### src/rtl/ether_pkg.sv
// Shared definitions for the RMII receive front end: FSM states and the
// dibit values that mark the preamble and the start-of-frame delimiter.
package ether_pkg;

  typedef enum logic [1:0] {
    IDLE     = 2'd0,
    PREAMBLE = 2'd1,
    DATA     = 2'd2,
    DROP     = 2'd3
  } state_e;

  localparam logic [1:0] PREAMBLE_DIBIT = 2'b01;
  localparam logic [1:0] SFD_DIBIT      = 2'b11;

endpackage

### src/rtl/ether_rx.sv
// RMII receive framer: strips preamble/SFD, forwards frame dibits with one
// cycle of latency, and reports frame completion (done) or violations (err).
module ether_rx
  import ether_pkg::*;
#(
  parameter int MIN_PRE_DIBITS = 28,
  parameter int LEN_BITS       = 12
) (
  input  logic                clk,
  input  logic                rst,
  input  logic                crsdv,
  input  logic [1:0]          rxd,
  output logic                axiov,
  output logic [1:0]          axiod,
  output logic                done,
  output logic                err,
  output logic [LEN_BITS-1:0] frame_bytes
);

  localparam int PRE_W = $clog2(MIN_PRE_DIBITS + 4);
  localparam int CNT_W = LEN_BITS + 2;

  localparam logic [PRE_W-1:0] PRE_MAX = '1;
  localparam logic [PRE_W-1:0] PRE_MIN = PRE_W'(MIN_PRE_DIBITS);
  localparam logic [CNT_W-1:0] RUNT_DIBITS = CNT_W'(4);

  state_e              r_state;
  logic [PRE_W-1:0]    r_pre_cnt;
  logic [CNT_W-1:0]    r_dibit_cnt;
  logic                r_axiov;
  logic [1:0]          r_axiod;
  logic                r_done;
  logic                r_err;
  logic [LEN_BITS-1:0] r_frame_bytes;

  state_e              w_state_next;
  logic [PRE_W-1:0]    w_pre_cnt_next;
  logic [CNT_W-1:0]    w_dibit_cnt_next;
  logic                w_done_next;
  logic                w_err_next;
  logic                w_fwd;

  // NOTE: every signal gets a default before the case so no path leaves one
  // unassigned; otherwise synthesis would infer a latch to hold its value.
  always_comb begin
    w_state_next     = r_state;
    w_pre_cnt_next   = r_pre_cnt;
    w_dibit_cnt_next = r_dibit_cnt;
    w_done_next      = 1'b0;
    w_err_next       = 1'b0;

    unique case (r_state)
      IDLE: begin
        w_pre_cnt_next = '0;
        if (crsdv) begin
          if (rxd == PREAMBLE_DIBIT) begin
            w_state_next   = PREAMBLE;
            w_pre_cnt_next = PRE_W'(1);
          end else begin
            w_state_next = DROP;
            w_err_next   = 1'b1;
          end
        end
      end

      PREAMBLE: begin
        if (!crsdv) begin
          w_state_next   = IDLE;
          w_pre_cnt_next = '0;
        end else if (rxd == PREAMBLE_DIBIT) begin
          if (r_pre_cnt != PRE_MAX) begin
            w_pre_cnt_next = r_pre_cnt + PRE_W'(1);
          end
        end else if (rxd == SFD_DIBIT && r_pre_cnt >= PRE_MIN) begin
          // The SFD itself is consumed here; counting starts with the next dibit.
          w_state_next     = DATA;
          w_pre_cnt_next   = '0;
          w_dibit_cnt_next = '0;
        end else begin
          w_state_next   = DROP;
          w_pre_cnt_next = '0;
          w_err_next     = 1'b1;
        end
      end

      DATA: begin
        if (crsdv) begin
          w_dibit_cnt_next = r_dibit_cnt + CNT_W'(1);
        end else begin
          w_state_next = IDLE;
          if (r_dibit_cnt >= RUNT_DIBITS) begin
            w_done_next = 1'b1;
          end else begin
            w_err_next = 1'b1;
          end
        end
      end

      DROP: begin
        if (!crsdv) begin
          w_state_next = IDLE;
        end
      end

      default: begin
        w_state_next = IDLE;
      end
    endcase
  end

  assign w_fwd = (r_state == DATA) && crsdv;

  // NOTE: state registers use non-blocking assignments so every flop samples
  // the pre-edge values, independent of statement order.
  always_ff @(posedge clk or posedge rst) begin
    if (rst) begin
      r_state       <= IDLE;
      r_pre_cnt     <= '0;
      r_dibit_cnt   <= '0;
      r_axiov       <= 1'b0;
      r_axiod       <= 2'b00;
      r_done        <= 1'b0;
      r_err         <= 1'b0;
      r_frame_bytes <= '0;
    end else begin
      r_state     <= w_state_next;
      r_pre_cnt   <= w_pre_cnt_next;
      r_dibit_cnt <= w_dibit_cnt_next;
      r_axiov     <= w_fwd;
      r_axiod     <= rxd;
      r_done      <= w_done_next;
      r_err       <= w_err_next;
      if (w_done_next) begin
        r_frame_bytes <= r_dibit_cnt[CNT_W-1:2];
      end
    end
  end

  assign axiov       = r_axiov;
  assign axiod       = r_axiod;
  assign done        = r_done;
  assign err         = r_err;
  assign frame_bytes = r_frame_bytes;

endmodule

### config.mk
export PLATFORM = sky130hd
export DESIGN_NAME = ether_rx
export DESIGN_NICKNAME = d
export VERILOG_FILES = /design/src/rtl/ether_pkg.sv /design/src/rtl/ether_rx.sv
export SDC_FILE = /design/constraint.sdc
export NUM_CORES = 1
export LEC_CHECK = 0
export BUFFER_PORTS_ARGS = -buffer_cell sky130_fd_sc_hd__buf_4
export CORE_MARGIN = 3
export CORE_UTILIZATION = 55
export CTS_CLUSTER_DIAMETER = 120
export DETAILED_ROUTE_END_ITERATION = 10
export PLACE_DENSITY = 0.8
export REMOVE_ABC_BUFFERS = 1
export SLEW_MARGIN = 20
export SYNTH_ARGS = -nofsm -noshare
export SYNTH_HDL_FRONTEND = slang
export SYNTH_SLANG_ARGS = --single-unit
### constraint.sdc
create_clock -name clk -period 2.5 [get_ports clk]
set_input_delay 0.375 -clock clk [delete_from_list [all_inputs] [get_ports clk]]
set_output_delay 0.375 -clock clk [all_outputs]
set_load 0.02 [all_outputs]
# After elaboration in Yosys (flattened, before gate mapping)
# Index checks and enable logic that the tools add are counted.
[word_totals] reg_bits=38 output_inout_bits=17 in_bits=5 wordCells=64
[op_classes] mux=29 eq_ne=14 addsub=2 reduce_logical=9 order_cmp=2
[ops] operator="14-bit two-way mux" n=4
[ops] operator="14-bit one-hot mux with 2 select lines" n=1
[ops] operator="5-bit two-way mux" n=3
[ops] operator="14-bit by 1-bit adder with 14-bit output, second input constant" n=1
[ops] operator="14-bit by 3-bit >= comparator with 1-bit output, second input constant" n=1
[ops] operator="1-bit two-way mux" n=13
[ops] operator="2-bit != test, second input constant" n=6
[ops] operator="2-bit two-way mux" n=5
[ops] operator="5-bit one-hot mux with 2 select lines" n=1
[ops] operator="2-bit == test, second input constant" n=3
[ops] operator="2-bit one-hot mux with 3 select lines" n=1
[ops] operator="5-bit by 1-bit adder with 5-bit output, second input constant" n=1
[ops] operator="5-bit >= comparator, second input constant" n=1
[ops] operator="5-bit != test, second input constant" n=1
[ops] operator="5-bit AND reduction" n=1
[ops] operator="2-bit by 1-bit == test with 1-bit output, second input constant" n=2
[ops] operator="4-bit != test, second input constant" n=1
[ops] operator="2-bit nonzero test" n=2
[ops] operator="3-bit != test, second input constant" n=1
[ops] operator="1-bit one-hot mux with 3 select lines" n=1
[ops] operator="3-bit AND reduction" n=1
[ops] operator="1-bit logical AND" n=2
[ops] operator="2-bit zero test" n=1
[ops] operator="2-bit AND reduction" n=1
[ops] operator="2-bit OR reduction" n=1

# Longest topological paths before layout
# Gate-level depths: netlist of the first run.
[logic_depth] depth_word=6 depth_mapped=7 ltp_nobuf=7

# Worst setup path after synthesis of the first run
# No wires, ideal clock.
[synth_path] path_kind="register to register" start="register r_pre_cnt[0]" end="register r_pre_cnt[3]" path_stages_with_launch=8 period_less_slack_ns=1.663 path_slack_ns=0.837 arrival_time_ns=1.537 n_path_buf=0 t_required_ns=2.374 path_cell_list="dfrtp_1 ha_1 and3_1 ha_1 nand4b_1 a41o_1 nand2_1 o31ai_1"
[synth_between] elab_chain_cells=5 elab_cells_between_ends=8 classes_between="add/sub: 1; eq/ne: 2; mux: 4; reduce/logical: 1"
[synth_lines] element="from (decl)" line_no="ether_rx.sv:28" text="logic [PRE_W-1:0] r_pre_cnt;"
[synth_lines] element="from (signal assigned)" line_no="ether_rx.sv:127" text="r_pre_cnt <= w_pre_cnt_next;"
[synth_lines] element="5-bit by 1-bit adder with 5-bit output" line_no="ether_rx.sv:72" text="w_pre_cnt_next = r_pre_cnt + PRE_W'(1);"
[synth_lines] element="5-bit two-way mux" line_no="ether_rx.sv:71" text="if (r_pre_cnt != PRE_MAX) begin"
[synth_lines] element="5-bit two-way mux" line_no="ether_rx.sv:70" text="end else if (rxd == PREAMBLE_DIBIT) begin"
[synth_lines] element="5-bit two-way mux" line_no="ether_rx.sv:67" text="if (!crsdv) begin"
[synth_lines] element="5-bit one-hot mux with 2 select lines" line_no="ether_rx.sv:52" text="unique case (r_state)"
# Several ways; a longest one is shown, not always the timed one. The select of a mux whose other input is x is not followed.
# A chain may end at the register's enable or synchronous reset.

# Final worst setup path of the first run
[layout_path] start="register r_state[1]" end="register r_dibit_cnt[11]"
[layout_between] elab_chain_cells=3 elab_cells_between_ends=9 classes_between="eq/ne: 6; mux: 1; reduce/logical: 2"
[layout_lines] element="from (decl)" line_no="ether_rx.sv:27" text="state_e r_state;"
[layout_lines] element="from (signal assigned)" line_no="ether_rx.sv:126" text="r_state <= w_state_next;"
[layout_lines] element="2-bit by 1-bit == test with 1-bit output or 2-bit == test (tied branches)" line_no="ether_rx.sv:52"
[layout_lines] element="2-bit != test (no source line) or 2-bit nonzero test (tied branches)"
[layout_lines] element="5-bit AND reduction (no source line)"
[layout_lines] element="to (signal assigned)" line_no="ether_rx.sv:128" text="r_dibit_cnt <= w_dibit_cnt_next;"
[layout_lines] element="to (decl)" line_no="ether_rx.sv:29" text="logic [CNT_W-1:0] r_dibit_cnt;"
# Several ways; a longest one is shown, not always the timed one.

==> metrics.csv, run 1 <==
metric,value,unit
grt-ovfl-total,0,
rsz0062_at_grt,false,
critical_path_required,2.76,ns
synth_ff_type,dfrtp_1,
cts_buffer_depth,2,
min_period,1.90,ns
async_reset_ff_share,100,%
crit_path_start_kind,flip-flop,
cts.reportedPaths.clkPinSlew,0.10,ns
synth_area_leader_cell,dfrtp_1,
wl_per_cell,15.5,um
synth_most_common_cell,dfrtp_1,
syn_area,1800,sq um
cts_setup_buffers,0,
slew_violations,0,
track_usage,19.0,%
die_area,3990,sq um
cts.sinks,38,
cp_max_fo,12,
ant_nets,0,
holdWs,0.158,ns
worst_pin_slew,0.773,ns
hold_violations,0,
synth_top_area_share,52.9,%
reg2reg_from,r_state[1],
yosys-top-cells-count,"dfrtp_1 (38), inv_1 (12), mux2_2 (12), nor2_1 (12), nand2_1 (10)",
crit_path_end_kind,flip-flop,
cp_top_family,simple AND/OR/NAND/NOR gates,
grt_max_degree,21,
wirelength,3.48,mm
finalSetupTns,0,ns
io_buffers,21,
holdBufCountCts,0,
insertion_delay,0.33,ns
worstPathArrival,2.16,ns
ys_seq_area_share,52.9,%
post_cts_resized,0,
ys_ff_latch,38,
outcome,finished clean,
setup_viol,0,
num_io_pins,22,
area_delta_synth_final,12.9,%
start_util,58.5,%
path_cells,and4b_1 -> nand3_4 -> or4_1 -> a21oi_1,
final_nets,192,
fp.dieW,63.2,um
grt_first_pass_wirelength,5.95,mm
min-delay-start,rxd[0],
fillCellCount,263,
htree_levels,2,
synth_cells,161,
fin_util,66.0,%
avgSynthCellArea,11.2,sq um
synth.distinct_cells,40,
cap_violations,0,
p_leak,0.975,nW
drt-pass1-iter-count,4,
hp-class,input port to flip-flop,
relSlewSlack,48.4,%
via_per_inst,5.78,
antenna_cells,0,
cts_made_buffers,5,
vias,1301,
place_congestion,0.889,
drc_errors,0,
synth-edff-count,0,
max_freq,0.525,GHz
slowest_stage,dfrtp_1,
crit_buf_inv,0,
clk_root_buffer_cell,clkbuf_4,
core,3080,sq um
drt_iter0_drc,49,
cts_tree,done,
ys_warn_count,0,
antenna_found_initial,0,
ir_drop,0.439,mV
critPathLaunch,r_state[1],
timing.final.crit_share,76.2,%
rows,20,
dp_hpwl,2.44,mm
grt_pass1_vias,1275,
drive_gt1_share,22.7,%
skew,0.00715,ns
slowest_delay,0.56,ns
synth_area_leaders,"dfrtp_1 (53%), mux2_2 (7.5%), ha_1 (3.5%)",
critPathKind,flip-flop to flip-flop,
pwr_density_cell,629,nW/um^2
dieHeight,63.2,um
==> power breakdown <==
| group | leakage (nW) | internal [mW] | switching [mW] |
|---|---|---|---|
| clock | 0.0302 | 0.127 | 0.179 |
| sequential | 0.492 | 0.673 | 0.0803 |
| combinational | 0.453 | 0.0996 | 0.118 |
==> metrics by stage <==
| stage | setup slack (ns) | std cells | cell area (sq um) | power [mW] |
|---|---|---|---|---|
| 6_report | 0.596 | 225 | 2030 | 1.28 |
| 5_1_grt | 0.447 | 225 | 2030 | 1.34 |
| 4_1_cts | 0.615 | 225 | 2030 | 1.29 |
| 3_5_place_dp | 0.632 | 219 | 1980 | 0.983 |
| 3_3_place_gp | 0.665 | 219 | 1980 | 0.972 |
| 2_1_floorplan | 0.837 | 153 | 1750 | 0.883 |
==> flip-flops by register name, indices dropped and copies added (netlist names) <==
name and flops:
r_state 2, axiod 2, done 1, frame_bytes 12, r_dibit_cnt 14, r_pre_cnt 5
axiov 1, err 1
==> cell usage in the layout (no fill, tap or decap), types with 3 or more instances in the layout <==
| master | netlist | final |
|---|---|---|
| o31ai_1 | 5 | 5 |
| nand3_1 | 5 | 5 |
| nand2b_1 | 3 | 3 |
| buf_4 | 1 | 21 |
| mux2_2 | 12 | 12 |
| nor2_1 | 12 | 12 |
| nor4_1 | 3 | 3 |
| inv_1 | 12 | 12 |
| ha_1 | 5 | 5 |
| nand2_1 | 10 | 10 |
| nand4_1 | 8 | 8 |
| clkbuf_4 | 0 | 5 |
| dfrtp_1 | 38 | 38 |
| xor2_1 | 6 | 6 |
| and4_1 | 3 | 3 |
==> worst paths after layout <==
check | cells past startpoint | endpoint | slack, ns
min in group asynchronous | 2 | frame_bytes[2] | 0.18
hold / removal | 1 | axiod[0] | 0.16
hold reg to reg | 1 | frame_bytes[6] | 0.51
setup / recovery | 4 | r_dibit_cnt[11] | 0.60
max in group asynchronous | 3 | r_pre_cnt[3] | 1.77
setup reg to reg | 4 | r_dibit_cnt[11] | 0.60
==> final cells by class <==
type / count / area [sq um] / share of cell area (%)
flip-flops and latches: 38 / 951 / 46.8
multi-input cells: 103 / 751 / 37.0
repair buffers: 22 / 178 / 8.75
well taps: 44 / 55.1 / 2.71
clock buffers: 6 / 51.3 / 2.53
inverters: 12 / 45.0 / 2.22
==> per-layer routing <==
metal	wire length (um)	vias to the layer above	track usage, %
li1	-	617	-
met1	1580	636	24.9
met2	1650	41	29.4
met3	175	7	5.53
met4	81	0	8.36
met5	0	-	0
==> cell families after synthesis <==
kind of cell	count (synthesis)	share of synthesized area (%)
multiplexers	13	8.07
flip-flops	38	52.9
XOR/XNOR	8	3.89
buffers and inverters	20	5.42
AND/OR/NAND/NOR	58	18.4
AO/OA/AOI/OAI	19	7.86
adder cells (fa/ha/maj)	5	3.48
Power figures use the tool's default switching activity.
==> run 2, diff against run 1 <==
--- a/config.mk
+++ b/config.mk
@@ -5,12 +5,13 @@
 export SDC_FILE = /design/constraint.sdc
 export NUM_CORES = 1
 export LEC_CHECK = 0
+export ABC_AREA = 1
 export BUFFER_PORTS_ARGS = -buffer_cell sky130_fd_sc_hd__buf_4
 export CORE_MARGIN = 3
-export CORE_UTILIZATION = 55
+export CORE_UTILIZATION = 52
 export CTS_CLUSTER_DIAMETER = 120
 export DETAILED_ROUTE_END_ITERATION = 10
-export PLACE_DENSITY = 0.8
+export PLACE_DENSITY = 0.79
 export REMOVE_ABC_BUFFERS = 1
 export SLEW_MARGIN = 20
 export SYNTH_ARGS = -nofsm -noshare
==> constraint.sdc (replaced) <==
create_clock -name clk -period 1.6 [get_ports clk]
set_input_delay 0.24 -clock clk [delete_from_list [all_inputs] [get_ports clk]]
set_output_delay 0.24 -clock clk [all_outputs]
set_load 0.02 [all_outputs]
==> metrics.csv, run 2 <==
metric,value,unit
outcome,finished clean,
switching_share,29.9,%
async_reset_ff_share,100,%
area_delta_synth_final,18.6,%
place_area,2250,sq um
finalSetupTns,0,ns
cts.reportedPaths.clkPinSlew,0.07,ns
io_buffers,21,
clock_power_share,32.7,%
drc_errors,0,
cp_max_fo,5,
drt-pass1-iter-count,4,
ys_warn_count,0,
synth_area_leader_cell,dfrtp_1,
largest_reg_flops,14,
cts_buffer_depth,2,
crit_path_start_kind,flip-flop,
place_congestion,0.868,
ant_nets,0,
ir_drop,0.626,mV
p_leak,1.25,nW
via_per_inst,5.13,
dieHeight,68.0,um
yosys-top-cells-count,"nand2_1 (83), dfrtp_1 (38), nand3_1 (29)",
ys_ff_latch,38,
multi_input_area,885,sq um
track_usage,21.4,%
crit_path_end_kind,flip-flop,
largest_register,r_dibit_cnt,
synth_area_leaders,"dfrtp_1 (48%), nand2_1 (16%), nand3_1 (7.3%)",
grt_pass1_vias,1671,
critPathKind,flip-flop to flip-flop,
critical_path_required,1.81,ns
cts_made_buffers,5,
cts_tree,done,
setup_viol,0,
slowest_stage,dfrtp_1,
share_comb_of_total_power,21.7,%
synth_ff_type,dfrtp_1,
p_int,1.71,mW
syn_area,2000,sq um
reg2regPathDepth,9,
crit_buf_inv,2,
vias,1748,
instances_no_fill,341,
synth.distinct_cells,24,
r2r-end,r_pre_cnt[4],
seqPwrFrac,45.6,%
insertion_delay,0.29,ns
drt_iter0_drc,180,
clk_root_buffer_cell,clkbuf_8,
skew,0.00454,ns
final_common_cell,nand2_1,
final_nets,304,
antenna_cells,0,
holdBufCountCts,0,
num_io_pins,22,
netSwitchingPower,0.731,mW
wirelength,4.07,mm
synth_top_area_share,47.6,%
slew_violations,0,
antenna_found_initial,0,
rows,21,
grt_max_degree,39,
regArea,951,sq um
synth-edff-count,0,
fp.dieW,68.0,um
reg2reg_from,r_pre_cnt[0],
dp_hpwl,2.98,mm
timing.final.crit_share,94.0,%
synth_cells,260,
worst_pin_slew,0.471,ns
worstPathArrival,1.72,ns
final_cell_mix,"nand2_1 (82), dfrtp_1 (38), buf_4 (33)",
die_area,4620,sq um
stdcell_area,2370,sq um
ys_seq_area_share,47.6,%
synth_most_common_cell,nand2_1,
pwr_density_cell,1030,nW/um^2
hold_violations,0,
avgSynthCellArea,7.69,sq um
htree_levels,2,
wl_per_cell,11.9,um
dp.cells,332,
grt_first_pass_wirelength,7.43,mm
regToRegSetupSlack,0.1,ns
rsz0062_at_grt,false,
cp_top_family,adder cells,
path_cells,ha_1 -> inv_1 -> nor2_1 -> ha_1 -> nand3_1 -> nand2_2 -> inv_2 -> nand3_1 -> o21ai_1,
cap_violations,0,
cts.sinks,38,
core,3520,sq um
holdWs,0.0584,ns
drive_gt1_share,19.3,%
relSlewSlack,68.6,%
grt-ovfl-total,0,
min_period,1.50,ns
hp-class,input port to async pin,
max_freq,0.665,GHz
start_util,56.8,%
fillCellCount,307,
slowest_delay,0.41,ns
==> run 2: timing repair <==
action                     4_1_cts  5_1_grt
setup buffers                    0        1
setup endpoints to repair        0        4
gates resized for setup          0        1
==> run 2: through the flow <==
stage	setup slack, ns	util [%]	total power, mW
2_1_floorplan	0.0316	-	1.43
3_3_place_gp	0.163	63.9	1.64
3_5_place_dp	0.0835	63.9	1.65
4_1_cts	0.0569	67.0	2.46
5_1_grt	0.00342	67.3	2.58
6_report	0.0965	67.3	2.44
==> run 2: how the worst max path moves through the flow <==
stage | end | slack (ns) | start | depth (start not counted)
6_report | r_pre_cnt[4] | 0.1 | r_pre_cnt[0] | 9
5_1_grt | r_pre_cnt[2] | 0.003 | r_pre_cnt[0] | 9
4_1_cts | r_pre_cnt[4] | 0.06 | r_pre_cnt[0] | 9
3_5_place_dp | r_pre_cnt[4] | 0.08 | r_pre_cnt[0] | 9
3_3_place_gp | r_pre_cnt[4] | 0.16 | r_pre_cnt[0] | 9
2_1_floorplan | frame_bytes[0] | 0.03 | r_state[0] | 6
==> run 2: tightest hold or removal path: stages <==
cell	delay, ns
buf_4	0.11
inv_1	0.04
buf_4	0.41
==> run 2: cell families (layout without fill, tap and decap cells) <==
kind of cell | count (synthesis) | after routing | share of synthesized area, %
buffers and inverters | 38 | 73 | 8.27
AOI/OAI and AO/OA | 19 | 19 | 4.95
adders and majority gates | 5 | 5 | 3.13
DFF | 38 | 38 | 47.6
and+or+nand+nor | 158 | 158 | 35.2
xor gates and xnor gates | 2 | 2 | 0.877
==> run 2: layout make-up <==
class,instances,area share (%)
clock buffer,5,2.90
timing repair buffer,33,10.5
inverter,32,5.07
clock inverter,3,1.69
tap,46,2.43
sequential,38,40.1
multi-input combinational,184,37.3
==> run 2: metal layers <==
layer  up-vias  share of wire (%)  wire length (um)  global-route usage [%]
met4         0                1.8                73                    10.7
met5         -                  0                 0                       0
met2        38                 44              1800                    32.6
met3         6                5.4               219                    3.94
met1       805                 49              1980                    29.0
li1        899                  -                 -                       -
==> run 2: power by group through the flow <==
stage | logic, mW | clock network [mW] | registers, mW
global route | 0.598 | 0.858 | 1.13
CTS | 0.522 | 0.815 | 1.12
finish | 0.530 | 0.800 | 1.11
detailed placement | 0.518 | 0 | 1.14
floorplan | 0.223 | 0 | 1.20
global placement | 0.505 | 0 | 1.13
==> run 3, diff against run 2 <==
--- a/config.mk
+++ b/config.mk
@@ -8,10 +8,10 @@
 export ABC_AREA = 1
 export BUFFER_PORTS_ARGS = -buffer_cell sky130_fd_sc_hd__buf_4
 export CORE_MARGIN = 3
-export CORE_UTILIZATION = 52
+export CORE_UTILIZATION = 55
 export CTS_CLUSTER_DIAMETER = 120
 export DETAILED_ROUTE_END_ITERATION = 10
-export PLACE_DENSITY = 0.79
+export PLACE_DENSITY = 0.8
 export REMOVE_ABC_BUFFERS = 1
 export SLEW_MARGIN = 20
 export SYNTH_ARGS = -nofsm -noshare
==> constraint.sdc (replaced) <==
create_clock -name clk -period 1.7 [get_ports clk]
set_input_delay 0.255 -clock clk [delete_from_list [all_inputs] [get_ports clk]]
set_output_delay 0.255 -clock clk [all_outputs]
set_load 0.02 [all_outputs]
==> metrics.csv, run 3 (same netlist as run 2, synthesis figures left out) <==
metric,value,unit
wl_per_cell,11.9,um
slew_violations,0,
crit_path_start_kind,flip-flop,
drive_gt1_share,17.9,%
finalSetupTns,0,ns
drt-pass1-iter-count,4,
grt_first_pass_wirelength,7.16,mm
max_freq,0.647,GHz
dp_hpwl,2.94,mm
critPathLaunch,r_pre_cnt[0],
die_area,4390,sq um
wirelength,4.02,mm
reg2regPathDepth,9,
antenna_found_initial,0,
grt-ovfl-total,0,
final_common_cell,nand2_1,
rsz0062_at_grt,false,
cts.sinks,38,
crit_path_end_kind,flip-flop,
drc_errors,0,
critPathKind,flip-flop to flip-flop,
largest_register,r_dibit_cnt,
vias,1751,
worstPathArrival,1.82,ns
place_congestion,0.862,
track_usage,21.5,%
dp.cells,329,
insertion_delay,0.35,ns
htree_levels,2,
final_nets,300,
final_cell_mix,"nand2_1 (83), dfrtp_1 (38), nand3_1 (29), buf_4 (29), inv_1 (28)",
setup_viol,0,
p_leak,1.21,nW
worst_pin_slew,0.462,ns
core,3420,sq um
grt_max_degree,39,
cap_violations,0,
io_buffers,21,
dieHeight,66.3,um
cts.reportedPaths.clkPinSlew,0.12,ns
holdBufCountCts,0,
hold_violations,0,
ir_drop,0.417,mV
cp_max_fo,5,
reg2reg_from,r_pre_cnt[0],
cts_made_buffers,5,
num_io_pins,22,
critical_path_required,1.98,ns
hp-class,input port to async pin,
grt_pass1_vias,1660,
timing.final.crit_share,91.0,%
cts_setup_buffers,0,
antenna_cells,0,
regToRegSetupSlack,0.15,ns
largest_reg_flops,14,
cts_tree,done,
post_cts_resized,0,
ant_nets,0,
r2r-end,r_pre_cnt[4],
instances_no_fill,337,
cts_buffer_depth,2,
crit_end,r_pre_cnt[4],
relSlewSlack,69.2,%
start_util,58.5,%
pwr_density_cell,926,nW/um^2
clk_root_buffer_cell,clkbuf_4,
drt_iter0_drc,140,
fp.dieW,66.3,um
rows,21,
area_delta_synth_final,15.7,%
outcome,finished clean,
via_per_inst,5.20,
skew,0.00751,ns
min_period,1.55,ns
[run 3: cell count changes in the layout (fill, tap and decap cells not counted), sizes merged]
cell | before | now
buf | 33 | 29
clkinv | 2 | 0
clkinvlp | 0 | 2
[run 3: worst min-delay path by stage]
| stage | endpoint | slack [ns] | cells after the start |
|---|---|---|---|
| after floorplan | axiod[0] | 0.29 | 0 |
| after global placement | axiod[1] | 0.38 | 1 |
| after detailed placement | axiod[1] | 0.39 | 1 |
| after CTS | r_dibit_cnt[4] | 0.01 | 3 |
| after global routing | axiod[1] | 0.02 | 1 |
| final | r_dibit_cnt[4] | 0.002 | 3 |
[run 3: critical path, cell delays in order, from the launching register on]
cell	delay (ns)
dfrtp_1	0.44
ha_1	0.25
inv_1	0.06
nor2_1	0.04
ha_1	0.17
nand3_1	0.12
nand2_1	0.14
inv_2	0.12
nand3_1	0.07
o21ai_1	0.08
[run 3: power by group]
group / internal (mW) / total [mW] / leakage (nW) / switching (mW)
registers: 0.988 / 1.07 / 0.511 / 0.0789
clock network: 0.308 / 0.622 / 0.0374 / 0.314
logic: 0.167 / 0.452 / 0.661 / 0.284
total: 1.46 / 2.14 / 1.21 / 0.677
[run 3: area by class of cell]
class	instances	area, sq um
inverter	32	120
multi-input combinational	184	882
clock buffer	5	37.5
clock inverter	3	45.0
sequential	38	951
tap	46	57.6
fill	308	1100
timing repair buffer	29	218
[run 3: per-stage QoR]
step / cell area, sq um / total power, mW / hold slack [ns] / util, % / worst slack (ns)
final: 2310 / 2.14 / 0.00215 / 67.7 / 0.153
after global routing: 2310 / 2.27 / 0.0183 / 67.7 / 0.0294
after CTS: 2310 / 2.16 / 0.0103 / 67.7 / 0.163
after detailed placement: 2230 / 1.54 / 0.387 / 65.2 / 0.199
after global placement: 2230 / 1.52 / 0.382 / 65.2 / 0.268
after floorplan: 1950 / 1.34 / 0.286 / - / 0.132
[run 3: metal layers]
layer  wire (um)  up-vias  part of all wire [%]  track usage [%]
li1            -      889                     -                -
met1        1910      796                    47             28.2
met2        1810       54                    45             34.2
met3         234       12                   5.8             3.74
met4          74        0                   1.8             10.2
met5           0        -                     0                0
